<file path="src/rtl/hacd_pkg.sv">
// Shared types and helpers for the HACD address-translation path: ATT entry layout,
// lookup/translation packets and the AXI read-channel packets.
package hacd_pkg;

  localparam int unsigned HACD_AXI4_ADDR_WIDTH = 64;
  localparam int unsigned HACD_AXI4_DATA_WIDTH = 512;
  localparam logic [63:0] HAWK_ATT_START       = 64'h0000_0000_8000_0000;
  localparam logic [63:0] HPPA_BASE_ADDR       = 64'h0000_0001_0000_0000;
  localparam int unsigned ATT_ENTRY_MAX        = 1024;
  localparam int unsigned ATT_ENTRY_CNT        = 512;

  localparam logic [1:0] STS_DALLOC = 2'b00;
  localparam logic [1:0] STS_UNCOMP = 2'b01;

  typedef struct packed {
    logic [7:0]  zpd_cnt;
    logic [53:0] way;
    logic [1:0]  sts;
  } AttEntry;

  typedef struct packed {
    logic                               lookup;
    logic [HACD_AXI4_ADDR_WIDTH-13:0]   hppa;
    logic                               zeroBlkWr;
  } att_lkup_reqpkt_t;

  typedef struct packed {
    logic                            allow_access;
    logic [1:0]                      sts;
    logic [HACD_AXI4_ADDR_WIDTH-1:0] ppa;
    logic                            zpd_update;
    logic [7:0]                      zpd_cnt;
  } trnsl_reqpkt_t;

  typedef struct packed {
    logic [HACD_AXI4_ADDR_WIDTH-1:0] addr;
    logic [7:0]                      arlen;
    logic                            arvalid;
    logic                            rready;
  } axi_rd_reqpkt_t;

  typedef struct packed {
    logic arready;
  } axi_rd_rdypkt_t;

  typedef struct packed {
    logic [1:0]                      rresp;
    logic [HACD_AXI4_DATA_WIDTH-1:0] rdata;
    logic                            rvalid;
    logic                            rlast;
  } axi_rd_resppkt_t;

  function automatic int unsigned clogb2(input int unsigned v);
    int unsigned r;
    r = 0;
    while ((32'd1 << r) < v) r = r + 1;
    return r;
  endfunction

  // Reverse byte order inside every 64-bit lane (memory is big-endian per entry).
  function automatic logic [HACD_AXI4_DATA_WIDTH-1:0] get_8byte_byteswap(
      input logic [HACD_AXI4_DATA_WIDTH-1:0] d);
    logic [HACD_AXI4_DATA_WIDTH-1:0] o;
    o = '0;
    for (int k = 0; k < int'(HACD_AXI4_DATA_WIDTH / 64); k++) begin
      for (int b = 0; b < 8; b++) begin
        o[64*k + 8*b +: 8] = d[64*k + 8*(7-b) +: 8];
      end
    end
    return o;
  endfunction

endpackage

</file>
<file path="src/rtl/hawk_att_lkup_rsp.sv">
// ATT lookup engine: turns an HPPA lookup into a single-beat AXI read of the ATT,
// decodes the addressed entry and returns a registered translation response.
module hawk_att_lkup_rsp
  import hacd_pkg::*;
#(
  parameter logic [63:0] ATT_BASE  = HAWK_ATT_START,
  parameter logic [63:0] HPPA_BASE = HPPA_BASE_ADDR,
  parameter int unsigned ENTRY_CNT = ATT_ENTRY_CNT
) (
  input  logic             clk_i,
  input  logic             rst_ni,
  input  att_lkup_reqpkt_t lkup_req_i,
  output logic             lkup_ready_o,
  output axi_rd_reqpkt_t   rd_req_o,
  input  axi_rd_rdypkt_t   rd_rdy_i,
  input  axi_rd_resppkt_t  rd_resp_i,
  output trnsl_reqpkt_t    trnsl_o,
  output logic             trnsl_valid_o,
  output logic             lkup_err_o
);

  localparam int unsigned IDX_W = clogb2(ATT_ENTRY_MAX);

  typedef enum logic [1:0] {StIdle, StAr, StR, StRsp} state_e;

  function automatic AttEntry slot_entry(input logic [HACD_AXI4_DATA_WIDTH-1:0] line,
                                         input logic [2:0] slot);
    return AttEntry'(line[{slot, 6'b0} +: 64]);
  endfunction

  function automatic logic [7:0] sat_inc(input logic [7:0] c);
    return (c == 8'hFF) ? 8'hFF : c + 8'd1;
  endfunction

  function automatic trnsl_reqpkt_t err_rsp();
    trnsl_reqpkt_t p;
    p.allow_access = 1'b0;
    p.sts          = STS_DALLOC;
    p.ppa          = '0;
    p.zpd_update   = 1'b0;
    p.zpd_cnt      = 8'h00;
    return p;
  endfunction

  state_e              r_state;
  logic [63:0]         r_addr;
  logic                r_arvalid;
  logic                r_rready;
  logic [2:0]          r_slot;
  logic                r_zero;
  trnsl_reqpkt_t       r_trnsl;
  logic                r_valid;
  logic                r_err;

  logic [HACD_AXI4_ADDR_WIDTH-13:0] w_hppa_off;
  logic [IDX_W-1:0]                 w_idx;
  logic                             w_in_range;
  logic [63:0]                      w_line_addr;
  logic [63:0]                      w_ar_addr;
  logic [HACD_AXI4_DATA_WIDTH-1:0]  w_line;
  AttEntry                          w_entry;
  trnsl_reqpkt_t                    w_ok_rsp;
  logic                             w_unused;

  // Index is truncated to the ATT capacity before the range check.
  assign w_hppa_off  = lkup_req_i.hppa - HPPA_BASE[63:12];
  assign w_idx       = w_hppa_off[IDX_W-1:0];
  assign w_in_range  = (32'(w_idx) < ENTRY_CNT);
  assign w_line_addr = ATT_BASE + {{(64-IDX_W-3){1'b0}}, w_idx, 3'b000};
  assign w_ar_addr   = {w_line_addr[63:6], 6'b0};

  assign w_line  = get_8byte_byteswap(rd_resp_i.rdata);
  assign w_entry = slot_entry(w_line, r_slot);

  always_comb begin
    w_ok_rsp              = '0;
    w_ok_rsp.sts          = w_entry.sts;
    w_ok_rsp.ppa          = {w_entry.way[51:0], 12'h000};
    w_ok_rsp.allow_access = (w_entry.sts == STS_UNCOMP);
    w_ok_rsp.zpd_update   = r_zero && (w_entry.sts == STS_UNCOMP);
    w_ok_rsp.zpd_cnt      = w_ok_rsp.zpd_update ? sat_inc(w_entry.zpd_cnt) : w_entry.zpd_cnt;
  end

  assign w_unused = ^{rd_resp_i.rlast, w_hppa_off[HACD_AXI4_ADDR_WIDTH-13:IDX_W],
                      w_entry.way[53:52], w_line_addr[5:0]};

  always_ff @(posedge clk_i or negedge rst_ni) begin
    if (!rst_ni) begin
      r_state   <= StIdle;
      r_addr    <= '0;
      r_arvalid <= 1'b0;
      r_rready  <= 1'b0;
      r_slot    <= '0;
      r_zero    <= 1'b0;
      r_trnsl   <= '0;
      r_valid   <= 1'b0;
      r_err     <= 1'b0;
    end else begin
      r_valid <= 1'b0;
      r_err   <= 1'b0;
      unique case (r_state)
        StIdle: begin
          if (lkup_req_i.lookup) begin
            r_slot <= w_idx[2:0];
            r_zero <= lkup_req_i.zeroBlkWr;
            if (w_in_range) begin
              r_addr    <= w_ar_addr;
              r_arvalid <= 1'b1;
              r_state   <= StAr;
            end else begin
              r_trnsl <= err_rsp();
              r_valid <= 1'b1;
              r_err   <= 1'b1;
              r_state <= StRsp;
            end
          end
        end
        StAr: begin
          if (rd_rdy_i.arready) begin
            r_arvalid <= 1'b0;
            r_rready  <= 1'b1;
            r_state   <= StR;
          end
        end
        StR: begin
          if (rd_resp_i.rvalid) begin
            r_rready <= 1'b0;
            r_valid  <= 1'b1;
            r_state  <= StRsp;
            if (rd_resp_i.rresp != 2'b00) begin
              r_trnsl <= err_rsp();
              r_err   <= 1'b1;
            end else begin
              r_trnsl <= w_ok_rsp;
            end
          end
        end
        StRsp: r_state <= StIdle;
        default: r_state <= StIdle;
      endcase
    end
  end

  always_comb begin
    rd_req_o         = '0;
    rd_req_o.addr    = r_addr;
    rd_req_o.arlen   = 8'h00;
    rd_req_o.arvalid = r_arvalid;
    rd_req_o.rready  = r_rready;
  end

  assign lkup_ready_o  = (r_state == StIdle);
  assign trnsl_o       = r_trnsl;
  assign trnsl_valid_o = r_valid;
  assign lkup_err_o    = r_err;

endmodule
</file>
<file path="config.mk">
export PLATFORM = sky130hd
export DESIGN_NAME = hawk_att_lkup_rsp
export DESIGN_NICKNAME = d
export VERILOG_FILES = /design/src/rtl/hacd_pkg.sv /design/src/rtl/hawk_att_lkup_rsp.sv
export SDC_FILE = /design/constraint.sdc
export NUM_CORES = 1
export LEC_CHECK = 0
export ABC_AREA = 1
export BUFFER_PORTS_ARGS = -buffer_cell sky130_fd_sc_hd__buf_2
export CORE_AREA = 2 2 281 283
export CTS_BUF_LIST = sky130_fd_sc_hd__clkbuf_4 sky130_fd_sc_hd__clkbuf_8 sky130_fd_sc_hd__clkbuf_16
export CTS_CLUSTER_DIAMETER = 40
export DETAILED_ROUTE_END_ITERATION = 10
export DIE_AREA = 0 0 283 285
export PLACE_DENSITY_LB_ADDON = 0.08
export SYNTH_ARGS = -nofsm -noshare
export SYNTH_HDL_FRONTEND = slang
export SYNTH_SLANG_ARGS = --single-unit
</file>
<file path="constraint.sdc">
create_clock -name clk_i -period 2.4 [get_ports clk_i]
set_input_delay 0.12 -clock clk_i [delete_from_list [all_inputs] [get_ports clk_i]]
set_output_delay 0.12 -clock clk_i [all_outputs]
set_load 0.01 [all_outputs]
</file>
==> key figures, run 1 <==
Logic synthesis
  • Yosys top cell area share: 0.251
  • Area leader, netlist: dfrtp_1
  • Post-synthesis register bit count: slightly above 80
  • Mapped Cells: 1281
  • Main synth FF type: dfrtp_1
  • Synth warn: 0
  • Synth cell types: 30
  • Post-Syn Area: slightly above 8000 sq um
  • EDFF count, synth: 0
  • Syn Area/Cell: 6.38 sq um
  • Synth area leaders: dfrtp_1 (25%), o21ai_0 (14%), nand2_1 (11%)
  • Seq/Total Area, Yosys: 0.251
  • Async set-reset flop share out of synthesis: 1.00

Clock network
  • CTS tree: done
  • Clock Path Buffers: 2
  • Total CTS buffers: 9
  • Clk_lat worst skew: between 0.3 and 0.4 ns
  • CTS clk-pin slew, worst paths: around 0.07 ns
  • H-tree depth: 3
  • CTS root buf: clkbuf_16
  • Clk sinks: between 80 and 90

Floorplanning
  • Die Y: roughly 290 microns
  • Die area: between 80000 and 90000 sq um
  • Die width: 283 microns
  • Starting density of the core: 0.105
  • Row Count: 103
  • I/O pins: roughly 730
  • CORE AREA: 78000 sq um

Route
  • Vias/cell: about 3.8
  • DRT Wirelength: ~56000 microns
  • Post-route ant nets: 0
  • # DRC: 0
  • Pre-Repair DR Iteration Count: 5
  • DR iter-0 viols: 524
  • Drt wl/cell: around 19 microns
  • Via count: 11200

Timing
  • Post-layout minimum cycle time: ~2.2 ns
  • Clk_skew: 0.00711 ns
  • Hold violation total from the final report: 0
  • Final period utilization: 0.926
  • Tightest Pin Transition: ~0.54 ns
  • Upper clock frequency limit: around 450 MHz
  • Slew Viols, Final: 0
  • Final setup violation count: 0
  • RSZ-0062 raised after global routing: yes
  • Rel. slew slack: 0.642
  • Hold slack: 0.0183 ns

Critical path
  • Worst Path Required: 2.71 ns
  • Worst reg2reg setup slack: about 0.18 ns
  • Crit path capture type: flip-flop
  • Critical path's largest stage delay: around 0.41 ns
  • Crit path launch type: flip-flop
  • CP cell instances: inv_1 -> ha_1 -> inv_2 -> or2_2 -> o21ai_1 -> inv_1 -> nand2_4 -> buf_4 -> buf_4 -> a32o_1
  • Crit Path Max Fanout: 31
  • Worst EP arrival: between 2 and 3 ns
  • CP Class: reg2reg
  • Slowest-stage cell, CP: buf_4

Power and ir drop
  • Worst IR Drop VDD: 474 uV
  • Final Total Pwr: between 10 and 15 mW
  • Pwr/cell area: approximately 1000 nW/um^2
  • Leakage power total: roughly 6.5 nW

Place
  • Buffers on Ports: around 600
  • Placed Instance Area: between 10000 and 15000 sq um
  • DP HPWL: approximately 45000 microns
  • Gpl congestion: between 0.8 and 0.9

GRT
  • Largest net degree at the start of global routing: 95
  • Initial antenna violation count: 20
  • Total track usage: 0.135
  • Congestion Overflow GR: 0
  • Global-route wire length before repair: around 81000 microns
  • Vias in the first global route: around 12000

Flow run
  • Number of max-cap violations: 0

Cells and area
  • Fin util: 0.163
  • Share of layout cells above drive strength 1: 0.373
  • Synth-to-Final Area Change: 55.0%
  • Most frequent cells in the layout: buf_2 (589), nand2_1 (233), nor2_1 (231), o21ai_0 (231), o221ai_1 (80)
  • Final nets: approximately 2400
  • Design area: ~13000 sq um
  • Most common cell after layout, fill and taps aside: buf_2

Hold path
  • Hold WC Path Type: in2reg

Outcome
  • Status: finished, final reports clean
==> worst max-delay path: cells and delay by family, from the launching register on <==
| kind | cells | cell delay [ns] |
|---|---|---|
| AO/OA/AOI/OAI | 2 | 0.32 |
| adder cells (fa/ha/maj) | 1 | 0.27 |
| buffers and inverters | 5 | 0.76 |
| flip-flops | 1 | 0.39 |
| AND/OR/NAND/NOR | 2 | 0.37 |
==> kinds of logic (layout without fill, tap and decap cells) <==
group	Yosys count	in the layout	share of synthesized area
compound gates	397	397	0.309
other cells	1	89	0.000459
buf+inv	269	753	0.175
simple gates	528	528	0.258
flops	82	82	0.251
fa+ha+maj	4	4	0.00612
==> flip-flops by register name (all words and copies together), names as in the netlist <==
| signal | flops |
|---|---|
| trnsl_valid_o | 1 |
| r_arvalid | 1 |
| r_zero | 1 |
| trnsl_o | 64 |
| r_slot | 3 |
| lkup_err_o | 1 |
| r_rready | 1 |
| r_state | 2 |
| r_addr | 8 |
==> final timing paths <==
path,startpoint,end,depth (start not counted)
worst min register to register,r_addr[31]$_DFFE_PN0P_,r_addr[31]$_DFFE_PN0P_,1
worst max-delay path,r_state[1]$_DFFE_PN0P_,trnsl_o[25]$_DFFE_PN0P_,10
max in group asynchronous,rst_ni,trnsl_o[36]$_DFFE_PN0P_,3
worst max register to register,r_state[1]$_DFFE_PN0P_,trnsl_o[25]$_DFFE_PN0P_,10
min in group asynchronous,rst_ni,trnsl_o[0]$_DFFE_PN0P_,2
worst min-delay path,lkup_req_i[6],r_addr[8]$_DFFE_PN0P_,3
==> routing by layer <==
metal / routed length (microns) / part of all wire / vias to the layer above / GRT usage
met3: 3490 / 0.062 / 48 / 0.0334
li1: - / - / 5361 / -
met2: 28300 / 0.50 / 412 / 0.237
met5: 57 / 0.0010 / - / 0
met1: 23500 / 0.42 / 5340 / 0.162
met4: 1050 / 0.019 / 8 / 0.0424
==> through the flow <==
step / setup TNS, ns / std cells / setup slack (ns)
after floorplan: 0 / 1356 / 0.481
after global placement: -0.0363 / 2861 / -0.0363
after detailed placement: -0.0245 / 2861 / -0.0163
after CTS: 0 / 2886 / 0.104
after global routing: -0.126 / 2899 / -0.0534
final: 0 / 2903 / 0.177
==> synthesized netlist by cell type, types with 2 or more instances <==
library cell and count:
nand2_1 234, nor2_1 232, o21ai_0 231, buf_4 82, dfrtp_1 82, o221ai_1 82
inv_1 78, clkbuf_1 52, nand3_1 45, buf_2 42, a32o_1 30, o22ai_1 24
o211ai_1 22, buf_6 8, o21ai_1 6, ha_1 4, nand3_2 4, buf_1 3
nand2_2 3, a21oi_1 2, inv_2 2, nand4_1 2, nor2_2 2, nor2_4 2
or2_2 2
==> power by group <==
part	internal [mW]	total, mW	switching [mW]
Clock	0.936	1.66	0.721
Sequential	1.78	2.10	0.315
Combinational	3.06	9.27	6.21
Total	5.78	13.0	7.24
==> cell type report <==
class	instances	area (sq um)
inverter	82	319
timing repair buffer	656	3630
fill	9210	65300
tap	1050	1310
sequential	82	2060
clock inverter	5	78.8
antenna	13	32.5
multi-input combinational	1005	5010
clock buffer	10	239
==> repair_timing <==
action | CTS | global route
resized for setup | 2 | 1
buffers inserted | 0 | 4
pin swaps | 0 | 1
endpoints found under the hold margin | 37 | 0
hold buffers | 10 | 0
endpoints found under the setup margin | 2 | 6
Power figures use the tool's default switching activity.
==> inputs of run 2 (changes only) <==
--- a/config.mk
+++ b/config.mk
@@ -6,13 +6,16 @@
 export NUM_CORES = 1
 export LEC_CHECK = 0
 export ABC_AREA = 1
+export ABC_CLOCK_PERIOD_IN_PS = 2400
 export BUFFER_PORTS_ARGS = -buffer_cell sky130_fd_sc_hd__buf_2
 export CORE_AREA = 2 2 281 283
 export CTS_BUF_LIST = sky130_fd_sc_hd__clkbuf_4 sky130_fd_sc_hd__clkbuf_8 sky130_fd_sc_hd__clkbuf_16
 export CTS_CLUSTER_DIAMETER = 40
 export DETAILED_ROUTE_END_ITERATION = 10
 export DIE_AREA = 0 0 283 285
+export GPL_TIMING_DRIVEN = 0
 export PLACE_DENSITY_LB_ADDON = 0.08
+export SETUP_SLACK_MARGIN = 0.2
 export SYNTH_ARGS = -nofsm -noshare
 export SYNTH_HDL_FRONTEND = slang
 export SYNTH_SLANG_ARGS = --single-unit
==> key figures, run 2 (same netlist as run 1, synthesis figures left out) <==
Timing
  • Final period utilization: 0.888
  • Setup TNS Final: 0 ns
  • Final setup violation count: 0
  • Slew Viols, Final: 0
  • Final WS setup: around 0.27 ns
  • Hold violation total from the final report: 0
  • Clk_skew: roughly 0.016 ns
  • Rel. slew slack: 0.495
  • Hold slack: ~0.059 ns
  • Upper clock frequency limit: roughly 470 MHz
  • RSZ-0062 raised after global routing: yes
  • Tightest Pin Transition: between 0.7 and 0.8 ns
  • Post-layout minimum cycle time: between 2 and 2.5 ns

Floorplanning
  • Die width: between 200 and 300 microns
  • Die Y: roughly 290 microns
  • CORE AREA: 78000 sq um
  • Row Count: between 100 and 150
  • I/O pins: 726
  • Die area: between 80000 and 90000 sq um
  • Starting density of the core: 0.105

Critical path
  • Critical path's most frequent cell: nand2_2
  • Reg2Reg Depth: 16
  • Worst reg2reg setup slack: about 0.27 ns
  • Worst reg2reg path endpoint: trnsl_o[6]$_DFFE_PN0P_
  • Worst EP arrival: between 2 and 2.5 ns
  • Crit Path Max Fanout: 6
  • RR Startpoint: r_slot[0]$_DFFE_PN0P_
  • Crit path capture type: flip-flop
  • CP Class: reg2reg
  • CP cell instances: buf_12 -> buf_12 -> buf_8 -> nand2_2 -> nand3_2 -> nand2_2 -> nand2_2 -> nand2_2 -> ha_4 -> nand3_4 -> nor2_4 -> nand3_2 -> nand2_2 -> nand3_2 -> nand2_1 -> nand2_1
  • Worst Path Required: ~2.7 ns
  • Crit path launch type: flip-flop
  • Critical path's largest stage delay: around 0.40 ns
  • Slowest-stage cell, CP: dfrtp_1

Route
  • Vias/cell: 3.93
  • # DRC: 0
  • Drt wl/cell: between 20 and 25 microns
  • DR iter-0 viols: around 500
  • Via count: ~12000
  • Post-route ant nets: 0
  • Pre-Repair DR Iteration Count: 5
  • DRT Wirelength: 70100 microns

Clock network
  • CTS root buf: clkbuf_16
  • H-tree depth: 3
  • CTS clk-pin slew, worst paths: approximately 0.080 ns
  • Clk_lat worst skew: slightly below 0.4 ns
  • Clock Path Buffers: 2
  • CTS tree: done
  • Clk sinks: 82
  • Total CTS buffers: 9

Cells and area
  • Design area: about 14000 sq um
  • Max reg flops: between 60 and 70
  • Layout fillers: 9162
  • Most common cell after layout, fill and taps aside: buf_2
  • Most frequent cells in the layout: buf_2 (601), nor2_1 (229), o21ai_0 (225)
  • Share of layout cells above drive strength 1: 0.442
  • Fin util: 0.179
  • Final cell count without fillers: 3062
  • Synth-to-Final Area Change: 71.0%
  • Final nets: between 2000 and 3000

Power and ir drop
  • Final Total Pwr: 15.2 mW
  • Pwr/cell area: 1090 nW/um^2
  • Leakage power total: 7.22 nW
  • Worst IR Drop VDD: approximately 400 uV

Hold path
  • Hold Crit Depth: 3
  • Hold path startpoint: lkup_req_i[10]
  • Hold WC Path Type: in2reg
  • Worst Hold End: lkup_err_o$_DFF_PN0_

Place
  • Gpl congestion: around 0.83
  • Placed cell count: about 3000
  • Placed Instance Area: between 10000 and 15000 sq um
  • DP HPWL: slightly below 60000 microns
  • Post-Place Setup Slack: -1.19 ns
  • Buffers on Ports: 590

GRT
  • Initial antenna violation count: 34
  • Vias in the first global route: 12500
  • Total track usage: 0.168
  • Largest net degree at the start of global routing: 49
  • Congestion Overflow GR: 0
  • Global-route wire length before repair: between 90000 and 100000 microns

Flow run
  • Number of max-cap violations: 0

Outcome
  • Status: finished, final reports clean
run 2: cell types whose count changed in the layout (fill, tap and decap cells not counted), sizes merged:
cell and delta:
buf +93, diode +10, dlygate4sd3 +1, bufinv -1, clkinvlp +1, clkbuf +53, inv +4, clkinv -2
run 2: what timing repair did:
| item | in CTS | in global routing |
|---|---|---|
| cloned | 0 | 0 |
| buffers inserted | 10 | 5 |
| resized for setup | 149 | 74 |
| hold endpoints to repair | 44 | 0 |
| hold buffers | 11 | 0 |
| pin swaps | 18 | 15 |
| endpoints found under the setup margin | 72 | 45 |
run 2: worst max-delay path by stage:
stage,depth (start not counted),end,from,slack [ns]
after detailed placement,6,trnsl_o[33]$_DFFE_PN0P_,r_slot[2]$_DFFE_PN0P_,-1.19
after global placement,6,trnsl_o[33]$_DFFE_PN0P_,r_slot[2]$_DFFE_PN0P_,-1.18
final,16,trnsl_o[6]$_DFFE_PN0P_,r_slot[0]$_DFFE_PN0P_,0.27
after CTS,16,trnsl_o[6]$_DFFE_PN0P_,r_slot[0]$_DFFE_PN0P_,0.19
after floorplan,16,trnsl_o[6]$_DFFE_PN0P_,r_slot[0]$_DFFE_PN0P_,0.48
after global routing,15,trnsl_o[4]$_DFFE_PN0P_,r_slot[0]$_DFFE_PN0P_,0.13
run 2: final cells by class:
type	count	area [sq um]	share of cell area
Antenna cell	23	57.6	0.00412
Buffer	187	1430	0.102
Clock buffer	9	225	0.0161
Timing Repair Buffer	617	3220	0.230
Tap cell	1050	1310	0.0940
Clock inverter	7	83.8	0.00600
Sequential cell	82	2050	0.147
Multi-Input combinational cell	1005	5290	0.378
Inverter	82	317	0.0226
run 2: critical path, delay by kind of cell (launching register included):
kind | cells | cell delay, ns
adder cells (fa/ha/maj) | 1 | 0.16
buffers and inverters | 3 | 0.41
flip-flops | 1 | 0.40
AND/OR/NAND/NOR | 12 | 1.05
run 2: metal layers:
layer  part of all wire  track usage  vias up
met1               0.42        0.203     5805
met3              0.064       0.0416       67
li1                   -            -     5693
met2               0.50        0.290      466
met4              0.020       0.0524       16
met5             0.0014            0        -
run 2: power by group:
group	leakage [nW]	switching (mW)	internal (mW)
sequential	1.11	0.263	1.77
clock	0.149	0.778	0.828
combinational	5.97	7.77	3.81
total	7.22	8.81	6.41
